### src/rtl/synth_env_pkg.sv
// Shared types and helpers for the ADSR envelope generator.
package synth_env_pkg;

    localparam int ACC_W_DEF   = 16;
    localparam int LEVEL_W_DEF = 8;

    typedef enum logic [2:0] {
        ST_IDLE    = 3'd0,
        ST_ATTACK  = 3'd1,
        ST_DECAY   = 3'd2,
        ST_SUSTAIN = 3'd3,
        ST_RELEASE = 3'd4
    } env_state_e;

    typedef enum logic {
        STEP_ADD = 1'b0,
        STEP_SUB = 1'b1
    } step_mode_e;

    // A rate of N advances the accumulator by N+1, so rate 0 still moves.
    function automatic logic [8:0] rate_to_step(input logic [7:0] rate);
        return {1'b0, rate} + 9'd1;
    endfunction

endpackage

### src/rtl/adsr_envelope_if.sv
// Control and level bus of one envelope voice.
interface adsr_envelope_if
    import synth_env_pkg::*;
#(
    parameter int LEVEL_W = LEVEL_W_DEF
) ();
    logic               tick;
    logic               gate;
    logic [7:0]         attack_rate;
    logic [7:0]         decay_rate;
    logic [7:0]         sustain_level;
    logic [7:0]         release_rate;
    logic [LEVEL_W-1:0] level;
    logic               level_valid;
    logic               active;
    logic [2:0]         state;

    modport master (
        output tick, gate, attack_rate, decay_rate, sustain_level, release_rate,
        input  level, level_valid, active, state
    );

    modport slave (
        input  tick, gate, attack_rate, decay_rate, sustain_level, release_rate,
        output level, level_valid, active, state
    );
endinterface

### src/rtl/env_step_unit.sv
// Saturating accumulator step: add toward full scale or subtract toward a
// floor target. Arithmetic is one bit wider than the accumulator so the
// carry/borrow is explicit and nothing wraps.
module env_step_unit
    import synth_env_pkg::*;
#(
    parameter int ACC_W = ACC_W_DEF
) (
    input  logic [ACC_W-1:0] acc,
    input  logic [8:0]       step,
    input  logic [ACC_W-1:0] target,
    input  step_mode_e       mode,
    output logic [ACC_W-1:0] next_acc,
    output logic             reached
);
    logic [ACC_W:0] step_x;
    logic [ACC_W:0] sum;
    logic [ACC_W:0] diff;

    assign step_x = {{(ACC_W-8){1'b0}}, step};
    assign sum    = {1'b0, acc} + step_x;
    assign diff   = {1'b0, acc} - step_x;

    // Clamp at full scale when adding, at the target when subtracting.
    always_comb begin
        reached  = 1'b0;
        next_acc = acc;
        if (mode == STEP_ADD) begin
            reached  = sum[ACC_W] | (&sum[ACC_W-1:0]);
            next_acc = reached ? {ACC_W{1'b1}} : sum[ACC_W-1:0];
        end else begin
            reached  = diff[ACC_W] | (diff[ACC_W-1:0] <= target);
            next_acc = reached ? target : diff[ACC_W-1:0];
        end
    end
endmodule

### src/rtl/adsr_envelope.sv
// ADSR envelope generator for one voice; level feeds the 8-bit multiplier
// operand. Optional macro ADSR_RETRIGGER_EN: gate rising edge zeroes the
// accumulator (hard retrigger) instead of restarting legato.
//
// state   | meaning
// IDLE    | no note, acc held at 0
// ATTACK  | ramp up by attack step per tick until full scale
// DECAY   | ramp down by decay step per tick until sustain target
// SUSTAIN | acc tracks live sustain target every tick
// RELEASE | ramp down by release step per tick until 0
module adsr_envelope
    import synth_env_pkg::*;
#(
    parameter int ACC_W   = ACC_W_DEF,
    parameter int LEVEL_W = LEVEL_W_DEF
) (
    input  logic     clk,
    input  logic     rst_n,
    adsr_envelope_if.slave bus
);
    env_state_e         state_q;
    logic               gate_q;
    logic [ACC_W-1:0]   acc;
    logic [LEVEL_W-1:0] level_q;
    logic               level_valid_q;
    logic               active_q;

    logic               rise;
    logic               fall;
    logic [8:0]         step;
    step_mode_e         mode;
    logic [ACC_W-1:0]   target;
    logic [ACC_W-1:0]   sustain_tgt;
    logic [ACC_W-1:0]   step_next;
    logic               reached;

    assign rise        = bus.gate & ~gate_q;
    assign fall        = ~bus.gate & gate_q;
    assign sustain_tgt = {bus.sustain_level, {(ACC_W-8){1'b0}}};

    // Pick step size, direction and floor for the current phase.
    always_comb begin
        step   = rate_to_step(bus.attack_rate);
        mode   = STEP_ADD;
        target = '0;
        case (state_q)
            ST_DECAY: begin
                step   = rate_to_step(bus.decay_rate);
                mode   = STEP_SUB;
                target = sustain_tgt;
            end
            ST_RELEASE: begin
                step   = rate_to_step(bus.release_rate);
                mode   = STEP_SUB;
                target = '0;
            end
            default: ;
        endcase
    end

    env_step_unit #(.ACC_W(ACC_W)) u_step (
        .acc      (acc),
        .step     (step),
        .target   (target),
        .mode     (mode),
        .next_acc (step_next),
        .reached  (reached)
    );

    // Envelope FSM; a gate edge takes priority over a coincident tick.
    always_ff @(posedge clk or negedge rst_n) begin
        if (!rst_n) begin
            state_q       <= ST_IDLE;
            gate_q        <= 1'b0;
            acc           <= '0;
            level_q       <= '0;
            level_valid_q <= 1'b0;
            active_q      <= 1'b0;
        end else begin
            gate_q        <= bus.gate;
            level_valid_q <= 1'b0;
            if (rise) begin
                state_q  <= ST_ATTACK;
                active_q <= 1'b1;
`ifdef ADSR_RETRIGGER_EN
                acc      <= '0;
                level_q  <= '0;
`endif
            end else if (fall) begin
                if (state_q inside {ST_ATTACK, ST_DECAY, ST_SUSTAIN})
                    state_q <= ST_RELEASE;
            end else if (bus.tick) begin
                level_valid_q <= 1'b1;
                case (state_q)
                    ST_ATTACK: begin
                        acc     <= step_next;
                        level_q <= step_next[ACC_W-1 -: LEVEL_W];
                        if (reached) state_q <= ST_DECAY;
                    end
                    ST_DECAY: begin
                        acc     <= step_next;
                        level_q <= step_next[ACC_W-1 -: LEVEL_W];
                        if (reached) state_q <= ST_SUSTAIN;
                    end
                    ST_SUSTAIN: begin
                        acc     <= sustain_tgt;
                        level_q <= sustain_tgt[ACC_W-1 -: LEVEL_W];
                    end
                    ST_RELEASE: begin
                        acc     <= step_next;
                        level_q <= step_next[ACC_W-1 -: LEVEL_W];
                        if (reached) begin
                            state_q  <= ST_IDLE;
                            active_q <= 1'b0;
                        end
                    end
                    default: begin
                        acc     <= '0;
                        level_q <= '0;
                    end
                endcase
            end
        end
    end

    assign bus.level       = level_q;
    assign bus.level_valid = level_valid_q;
    assign bus.active      = active_q;
    assign bus.state       = state_q;
endmodule

### src/flat_wrapper.sv
// flat-port wrapper written by rule: the top's interface ports become plain ports
module adsr_envelope_flat import synth_env_pkg::*;
#(
    parameter int ACC_W   = ACC_W_DEF,
    parameter int LEVEL_W = LEVEL_W_DEF
)
  (clk, rst_n, bus_tick, bus_gate, bus_attack_rate, bus_decay_rate, bus_sustain_level, bus_release_rate, bus_level, bus_level_valid, bus_active, bus_state);
  adsr_envelope_if #(.LEVEL_W(LEVEL_W)) bus_i ();
  input  logic clk;
  input  logic rst_n;
  input wire logic [$bits(bus_i.tick)-1:0] bus_tick;
  input wire logic [$bits(bus_i.gate)-1:0] bus_gate;
  input wire logic [$bits(bus_i.attack_rate)-1:0] bus_attack_rate;
  input wire logic [$bits(bus_i.decay_rate)-1:0] bus_decay_rate;
  input wire logic [$bits(bus_i.sustain_level)-1:0] bus_sustain_level;
  input wire logic [$bits(bus_i.release_rate)-1:0] bus_release_rate;
  output wire logic [$bits(bus_i.level)-1:0] bus_level;
  output wire logic [$bits(bus_i.level_valid)-1:0] bus_level_valid;
  output wire logic [$bits(bus_i.active)-1:0] bus_active;
  output wire logic [$bits(bus_i.state)-1:0] bus_state;
  assign bus_i.tick = bus_tick;
  assign bus_i.gate = bus_gate;
  assign bus_i.attack_rate = bus_attack_rate;
  assign bus_i.decay_rate = bus_decay_rate;
  assign bus_i.sustain_level = bus_sustain_level;
  assign bus_i.release_rate = bus_release_rate;
  assign bus_level = bus_i.level;
  assign bus_level_valid = bus_i.level_valid;
  assign bus_active = bus_i.active;
  assign bus_state = bus_i.state;
  adsr_envelope #(.ACC_W(ACC_W), .LEVEL_W(LEVEL_W)) u_core (.clk(clk), .rst_n(rst_n), .bus(bus_i));
endmodule
### config.mk
export PLATFORM = sky130hd
export DESIGN_NAME = adsr_envelope_flat
export DESIGN_NICKNAME = d
export VERILOG_FILES = /design/src/rtl/synth_env_pkg.sv /design/src/rtl/adsr_envelope_if.sv /design/src/rtl/env_step_unit.sv /design/src/rtl/adsr_envelope.sv /design/src/flat_wrapper.sv
export SDC_FILE = /design/constraint.sdc
export NUM_CORES = 1
export LEC_CHECK = 0
export BUFFER_PORTS_ARGS = -buffer_cell sky130_fd_sc_hd__buf_2
export CAP_MARGIN = 20
export CORE_MARGIN = 8
export CORE_UTILIZATION = 50
export DETAILED_ROUTE_END_ITERATION = 10
export MAX_ROUTING_LAYER = met4
export PLACE_DENSITY = 0.84
export SLEW_MARGIN = 20
export SYNTH_ARGS = -nofsm -noshare
export SYNTH_HDL_FRONTEND = slang
export SYNTH_SLANG_ARGS = --single-unit
### constraint.sdc
create_clock -name clk -period 6.47 [get_ports clk]
set_clock_uncertainty 0.1 [all_clocks]
set_input_delay 0.3235 -clock clk [delete_from_list [all_inputs] [get_ports clk]]
set_output_delay 0.3235 -clock clk [all_outputs]
set_load 0.02 [all_outputs]
Word-level counts from Yosys, hierarchy flattened
Index checks and enable logic that the tools add are counted.
Widths: inputs -> output; s select.

storage, ports and cells
  bits in registers = 30
  bits of input ports = 36
  output and inout bits = 13
  word-level logic and storage cells = 66

cells by class
  add/sub/neg operators = 5
  magnitude comparators = 1
  equality and inequality tests = 9
  muxes and demuxes = 25
  bitwise operators = 8
  reductions and logical operators = 12

operators with widths
  cell                 count
  $mux 16              4
  $pmux 16 s2          1
  $add 8x1->9 const B  3
  $mux 3               7
  $pmux 9 s2           1
  $add 16x9->17        1
  $sub 16x9->17        1
  $le 16x16->1         1
  $pmux 8 s2           1
  $reduce_and 16->1    1
  $ne 4x1->1 const B   3
  $mux 1               10
  $pmux 3 s3           1
  $eq 3x2->1 const B   2
  $reduce_and 6->1     1
  $reduce_bool 2->1    3
  $reduce_bool 3->1    2
  $reduce_bool 5->1    1
  $not 1->1            4
  $reduce_and 4->1     1
  $eq 3x1->1 const B   1
  $eq 3x3->1 const B   1
  $ne 3x2->1 const B   1
  $reduce_and 3->1     1
  other kinds (5)      7

Depth between registers and ports, before layout
Gate-level depths: netlist (run 1).

  depth in word-level cells = 11
  mapped depth = 29

By module
Synthesis (run 1) repeated with hierarchy kept, for this count alone.

second synthesis, totals
  cells, all modules = 475
  area, all modules = 3622.2 µm²

by module, submodules not included
  module         times used  cells an instance  area each (µm²)  seq. area each (µm²)
  env_step_unit  1           283                1991.9           0.0
  adsr_envelope  1           192                1630.3           550.5

Least setup slack after synthesis (run 1)
OpenSTA, ideal clock, no wires.

  kind = register -> register
  start point = reg u_core.state_q[0], in the netlist u_core.bus.state[0]
  end point = reg u_core.state_q[1], in the netlist u_core.bus.state[1]
  arrival time = 5724 ps
  required time = 6245 ps
  slack = 521 ps
  cell stages (with the launch flop) = 27
  path through = dfrtp_1 > clkbuf_1 > nor3b_1 > buf_4 > a22o_1 > a21oi_1 > inv_1 > ha_1 > nand2_1 > or3_1 > or3_1 > ha_1 > clkbuf_1 > a22oi_1 > o21ai_0 > or2_2 > nor3_1 > xor2_1 > ha_1 > nand4_1 > nor4_1 > nand3_1 > nor4_4 > nor2_4 > a21o_1 > a31oi_4 > mux2_4

between the ends
  word-level cells in the longest chain between the ends = 8

RTL lines
  item                                                      RTL line                                                       RTL
  start: declaration                                        adsr_envelope.sv:21                                            env_state_e state_q;
  start signal: assignment                                  adsr_envelope.sv:73                                            state_q <= ST_IDLE;
  start signal: assignment                                  adsr_envelope.sv:83                                            state_q <= ST_ATTACK;
  start signal: assignment                                  adsr_envelope.sv:91                                            state_q <= ST_RELEASE;
  $eq 3x3->1 / $eq 3x2->1 (equally long branches)           adsr_envelope.sv:46, adsr_envelope.sv:94, adsr_envelope.sv:90
  $pmux 9 s2                                                adsr_envelope.sv:46                                            case (state_q)
  $sub 16x9->17 / $add 16x9->17 (equally long branches)     env_step_unit.sv:22, env_step_unit.sv:21
  $le 16x16->1 / $reduce_and 16->1 (equally long branches)  env_step_unit.sv:32, env_step_unit.sv:29
  $or 1x1->1, on equally long branches                      env_step_unit.sv:32, env_step_unit.sv:29
  $mux 1                                                    env_step_unit.sv:28                                            if (mode == STEP_ADD) begin
  $ne 4x1->1 (no source line)                               --
  $reduce_and 6->1 (no source line)                         --

Several ways; a longest one is shown, not always the timed one. The select of a mux whose other input is x is not followed.
A chain may end at the register's enable or synchronous reset.

Worst setup path after layout (run 1)
  start point = reg u_core.state_q[0], in the netlist u_core.bus.state[0]
  end point = reg u_core.state_q[2], in the netlist u_core.bus.state[2]

Same word-level chain as after synthesis.

==> run_results.csv, run 1 <==
group,metric,value,unit
place,gp_congestion,1.057,
clock_network,htreeDepth,1,
worst_setup_path,cp-end-kind,"register",
timing,rsz0062_at_grt,"no",
hold_path,hold_end,"u_core.gate_q",
timing,worst_slew_pin_slew,0.8572,ns
floorplan,ios,49,
status,status,"finished clean",
yosys,syn_nets,467,
global_route,grt_pass1_vias,3311,
yosys,synth_flop_cell,"dfrtp_1",
routing,vias,3317,
worst_setup_path,r2r_slack,0.40,ns
worst_setup_path,cp.arrival,6.15,ns
clock_network,path_clk_slew,0.10,ns
global_route,antenna_found_initial,0,
global_route,overflow,0,
worst_setup_path,crit_path_max_fanout,18,
final_layout,fin_cells,512,
worst_setup_path,regToRegStartpoint,"u_core.bus.state[0]",
yosys,synth.area.top_cells,"dfrtp_1, ha_1, nand2_1",
worst_setup_path,path_class,"register to register",
hold_path,hold_class,"primary input to register",
hold_path,hold_depth,1,
timing,finalHoldViolations,0,
clock_network,cts_root_buffer,"clkbuf_8",
final_layout,area_delta_synth_final,10.20,%
floorplan,initial_utilization,0.5092,
final_layout,multi_input_area,0.002367,sq mm
yosys,synthDistinctLibCells,68,
routing,wl_per_cell,18.54,um
yosys,synth_top_area_frac,0.1732,
timing,period_share,0.9377,
yosys,yosysMostFrequentCell,"nand2_1",
final_layout,drive_gt1_frac,0.2000,
place,dp_cells,507,
global_route,grtUsageTotal,0.2195,
yosys,syn_area_per_cell,7.945,sq um
timing,whs,0.07101,ns
final_layout,n_antenna_cell,0,
worst_setup_path,rr_worst_depth,25,
yosys,ys_warn_count,0,
yosys,synth_edf_count,0,
global_route,grt_pass1_wl,15520,um
timing,fin_crit,6.067,ns
timing,maxSlewHeadroom,0.4273,
timing,drv_slew,0,
final_layout,regArea,551.8,sq um
clock_network,clock_latency,0.29,ns
floorplan,die_h,95.73,um
yosys,synth_area,0.003178,sq mm
routing,drt_first_iter_violations,348,
yosys,synth_top_area_cell,"dfrtp_1",
global_route,grt_max_degree,23,
floorplan,core.rowCount,29,
routing,vias_per_cell,6.479,
run,drv_cap,0,
yosys,ys_ff_latch,22,
timing,fin_tns_setup,0,ns
floorplan,die_area,0.009163,sq mm
timing,setup-violations-final,0,
worst_setup_path,cp.required,6.55,ns
place,post-place-ws,0.3872,ns
yosys,async_reset_ff_frac,1.000,
yosys,synth_seq_area_share,0.1732,
routing,drtAntennaViolNets,0,
clock_network,cts_tree,"built",
routing,drc_errors,0,
clock_network,cts_buffers,3,
routing,drtPass1Iterations,5,
floorplan,core,0.006241,sq mm
clock_network,cts_setup_buffers,0,
clock_network,cts.sink_count,22,
yosys,synth_common_cells,"nand2_1, ha_1, nor2_1",
final_layout,fin_nets,503,
worst_setup_path,crit-reg2reg-capture,"u_core.bus.state[2]",
timing,setup_ws,0.4028,ns
floorplan,die_x,95.73,um
worst_setup_path,cp-start-kind,"register",
final_layout,n_fill_cell,599,
place,io_buffers,48,
yosys,syn_inst,400,
clock_network,clock_path_buffers,2,
routing,totalWireLength,9495,um
place,hpwl,7496,um
hold_path,holdCritStartpoint,"bus_gate",
timing,max_freq,0.1648,GHz
-- routing by layer --
metal,track usage,up-vias,share of wire
met5,-,-,0
met4,0.08195,0,0.024
met3,0.02418,25,0.081
met2,0.3509,187,0.46
met1,0.2789,1574,0.44
li1,-,1531,-
-- how the worst max path moves through the flow --
stage	from	to	depth (start not counted)	slack, ns
6_report	u_core.bus.state[0]	u_core.bus.state[2]	25	0.40
4_1_cts	u_core.bus.state[2]	u_core.bus.state[2]	26	0.37
3_3_place_gp	u_core.bus.state[2]	u_core.bus.state[2]	25	0.61
5_1_grt	u_core.bus.state[0]	u_core.bus.state[1]	25	0.01
3_5_place_dp	u_core.bus.state[2]	u_core.bus.state[2]	26	0.39
2_1_floorplan	u_core.bus.state[0]	u_core.bus.state[1]	26	0.52
-- kinds of logic (layout without fill, tap and decap cells) --
group / Yosys count / count (layout) / synth area share
mux: 4 / 4 / 0.01614
fa+ha+maj: 31 / 31 / 0.1268
compound gates: 122 / 122 / 0.2827
simple gates: 142 / 142 / 0.2390
flops: 22 / 22 / 0.1732
buf+inv: 51 / 86 / 0.08504
xor+xnor: 28 / 28 / 0.07717
-- worst max-delay path: stages (launching register included) --
cell     delay (ns)
dfrtp_1        0.48
nor3b_2        0.28
buf_4          0.26
a22o_1         0.15
a21oi_1        0.08
inv_1          0.09
ha_1           0.18
nand2_1        0.08
or3_1          0.34
or3_1          0.37
ha_1           0.32
buf_4          0.18
a22oi_1        0.20
o21ai_0        0.15
or2_2          0.33
nor3_1         0.19
xor2_1         0.13
ha_1           0.31
nand4_1        0.11
nor4_1         0.31
nand3_1        0.16
nor4_4         0.24
nor2_4         0.11
a21o_1         0.23
a31oi_4        0.26
mux2_4         0.32
-- cell type report --
cell class / count / share of cell area
well taps: 77 / 0.02751
clock inverters: 1 / 0.008574
clock buffers: 3 / 0.01179
inverters: 22 / 0.02358
flip-flops and latches: 22 / 0.1576
multi-input cells: 327 / 0.6760
repair buffers: 60 / 0.09503
-- cells in the final DEF (no fill, tap or decap), drive strengths merged, types with 6 or more instances in the layout --
cell	instances
xor2	15
or3	8
a21o	7
nor2b	8
and3	10
o21ai	19
nor2	25
nand2	41
a21oi	23
o211ai	10
buf	59
ha	29
nand3	8
dfrtp	22
nand2b	6
and2	8
inv	21
xnor2	13
nor3	7
a211oi	8
a22o	8
-- per-stage QoR --
stage	instance area [sq um]	util
global placement	3410	0.5463
floorplan	3178	-
CTS	3491	0.5593
finish	3502	0.5611
detailed placement	3410	0.5463
global route	3502	0.5611
-- sequential cells by signal, indices dropped and copies added (netlist names) --
| register | flops |
|---|---|
| u_core.bus.level | 8 |
| u_core.bus.level_valid | 1 |
| u_core.gate_q | 1 |
| u_core.acc | 8 |
| u_core.bus.state | 3 |
| u_core.bus.active | 1 |
-- what timing repair did --
action | 4_1_cts | 5_1_grt
resized for setup | 0 | 4
hold endpoints to repair | 22 | 0
endpoints found under the setup margin | 0 | 3
hold buffers | 1 | 0
Power of run 1 is left out: the tool's default activity adds up to more than one toggle a clock period on the data nets, which glitch-free logic cannot reach.
==> run 2, diff against run 1 <==
CORE_UTILIZATION = 55   (was 50)
PLACE_DENSITY = 0.9   (was 0.84)
==> run 2 against run 1 <==
  * Critical path depth shrank 2
  * Design area grew 1.6%
  * Worst setup slack lost 0.23 ns
  * Largest cell class unchanged
  * Die area shrank 7.6%
  * Critical path type unchanged
  * Sequential share of layout area shrank 0.18 points
==> run_results.csv, run 2 (synthesized netlist as in run 1, its figures left out) <==
group,metric,value,unit
floorplan,core.rowCount,27,
timing,drv_slew,0,
floorplan,die_area,0.008467,sq mm
final_layout,n_fill_cell,463,
worst_setup_path,slowest_delay,0.55,ns
clock_network,htreeDepth,1,
final_layout,n_antenna_cell,0,
routing,drtPass1Iterations,5,
floorplan,die_x,92.02,um
global_route,grt_max_degree,23,
final_layout,final_cell_mix,"buf_2, nand2_1, ha_1",
worst_setup_path,regToRegStartpoint,"u_core.bus.state[2]",
routing,wl_per_cell,19.24,um
final_layout,final_common_cell,"buf_2",
global_route,grtUsageTotal,0.2262,
final_layout,final_area,0.003560,sq mm
worst_setup_path,cp_num_cells,23,
place,hpwl,7366,um
timing,max_freq,0.1587,GHz
floorplan,core,0.005540,sq mm
floorplan,die_h,92.02,um
final_layout,drive_gt1_frac,0.2128,
hold_path,holdCritStartpoint,"bus_gate",
worst_setup_path,cp_num_buf_inv,2,
routing,vias,3341,
routing,wl_met1,4032,um
clock_network,cts_buffers,3,
global_route,grt_pass1_wl,15430,um
clock_network,clock_path_buffers,2,
worst_setup_path,cp-start-kind,"register",
timing,worst_slew_pin_slew,0.8897,ns
final_layout,multi_input_area,0.002406,sq mm
clock_network,cts.sink_count,22,
timing,period_share,0.9739,
floorplan,initial_utilization,0.5736,
clock_network,cts_tree,"built",
worst_setup_path,rr_worst_depth,23,
routing,vias_per_cell,6.564,
timing,fin_crit,6.301,ns
worst_setup_path,cp.required,6.54,ns
place,gp_congestion,0.9941,
routing,dr_wl_met2,4681,um
clock_network,clock_latency,0.28,ns
routing,wl_met3,691,um
place,io_buffers,48,
timing,finalHoldViolations,0,
worst_setup_path,slowest_stage,"ha_1",
place,placed_area,0.003388,sq mm
worst_setup_path,path_delay_family,"compound AO/OA/AOI/OAI gates",
timing,maxSlewHeadroom,0.4056,
final_layout,fin_cells,509,
worst_setup_path,r2r_slack,0.17,ns
place,dp_cells,500,
routing,highest_layer,"met4",
status,status,"finished clean",
final_layout,fin_nets,505,
hold_path,hold_class,"primary input to register",
clock_network,cts_root_buffer,"clkbuf_8",
routing,totalWireLength,9795,um
floorplan,ios,49,
routing,drc_errors,0,
worst_setup_path,crit-reg2reg-capture,"u_core.bus.state[2]",
worst_setup_path,path_cells,"nor3b_4, buf_6, a22o_1, a21oi_1, inv_1, ha_1, xnor2_1, ha_1, o21bai_1, a211oi_1, o21bai_1, a31o_1, nor3_1, xor2_1, ha_1, nand4_1, nor4_2, nand3_1, nor4_4, nor2_4, a21o_1, a31oi_4, mux2_4",
worst_setup_path,crit_path_end,"u_core.bus.state[2]",
run,drv_cap,0,
final_layout,area_delta_synth_final,12.01,%
routing,drt_first_iter_violations,326,
global_route,grt_pass1_vias,3282,
global_route,antenna_found_initial,0,
clock_network,path_clk_slew,0.09,ns
worst_setup_path,path_class,"register to register",
global_route,overflow,0,
final_layout,regArea,554.3,sq um
worst_setup_path,cpMostUsedCell,"ha_1",
timing,setup-violations-final,0,
worst_setup_path,cp-startpoint,"u_core.bus.state[2]",
worst_setup_path,cp.arrival,6.37,ns
routing,drtAntennaViolNets,0,
worst_setup_path,cp-end-kind,"register",
worst_setup_path,crit_path_max_fanout,11,
[run 2: changes by cell type in the layout (fill, tap and decap cells not counted), sizes merged]
cell / previous run / this run
buf: 59 / 61
[run 2: layer usage]
layer / GRT usage / up-vias
met4: 0.1060 / 0
met2: 0.3588 / 199
met5: - / -
li1: - / 1532
met3: 0.03097 / 37
met1: 0.2776 / 1573
[run 2: cell type report]
| cell class | instances | share of cell area |
|---|---|---|
| clock buffers | 3 | 0.01160 |
| clock inverters | 1 | 0.008436 |
| inverters | 22 | 0.02320 |
| multi-input cells | 327 | 0.6759 |
| flip-flops and latches | 22 | 0.1557 |
| well taps | 72 | 0.02531 |
| repair buffers | 62 | 0.09982 |
[run 2: repair_timing]
action / in CTS / in global routing
resized for setup: 0 / 13
endpoints found under the setup margin: 0 / 8
hold endpoints to repair: 22 / 0
hold buffers: 1 / 0
setup buffers: 0 / 4
[run 2: worst min-delay path by stage]
stage / to / slack [ns] / cells after the start
3_3_place_gp: u_core.acc[3] / 0.24 / 1
6_report: u_core.gate_q / 0.07 / 1
5_1_grt: u_core.gate_q / 0.07 / 1
3_5_place_dp: u_core.acc[3] / 0.25 / 1
4_1_cts: u_core.gate_q / 0.08 / 1
2_1_floorplan: u_core.acc[0] / -0.07 / 0
[run 2: per-stage QoR]
stage	utilization	TNS (ns)	worst slack, ns	hold slack [ns]
after floorplan	-	0	0.5206	-0.07209
after global placement	0.6116	0	0.5728	0.2433
after detailed placement	0.6116	0	0.3460	0.2538
after CTS	0.6262	0	0.2713	0.07763
after global routing	0.6425	-0.1889	-0.09750	0.07071
final	0.6425	0	0.1689	0.07435
Power of run 2 is left out for the same reason.
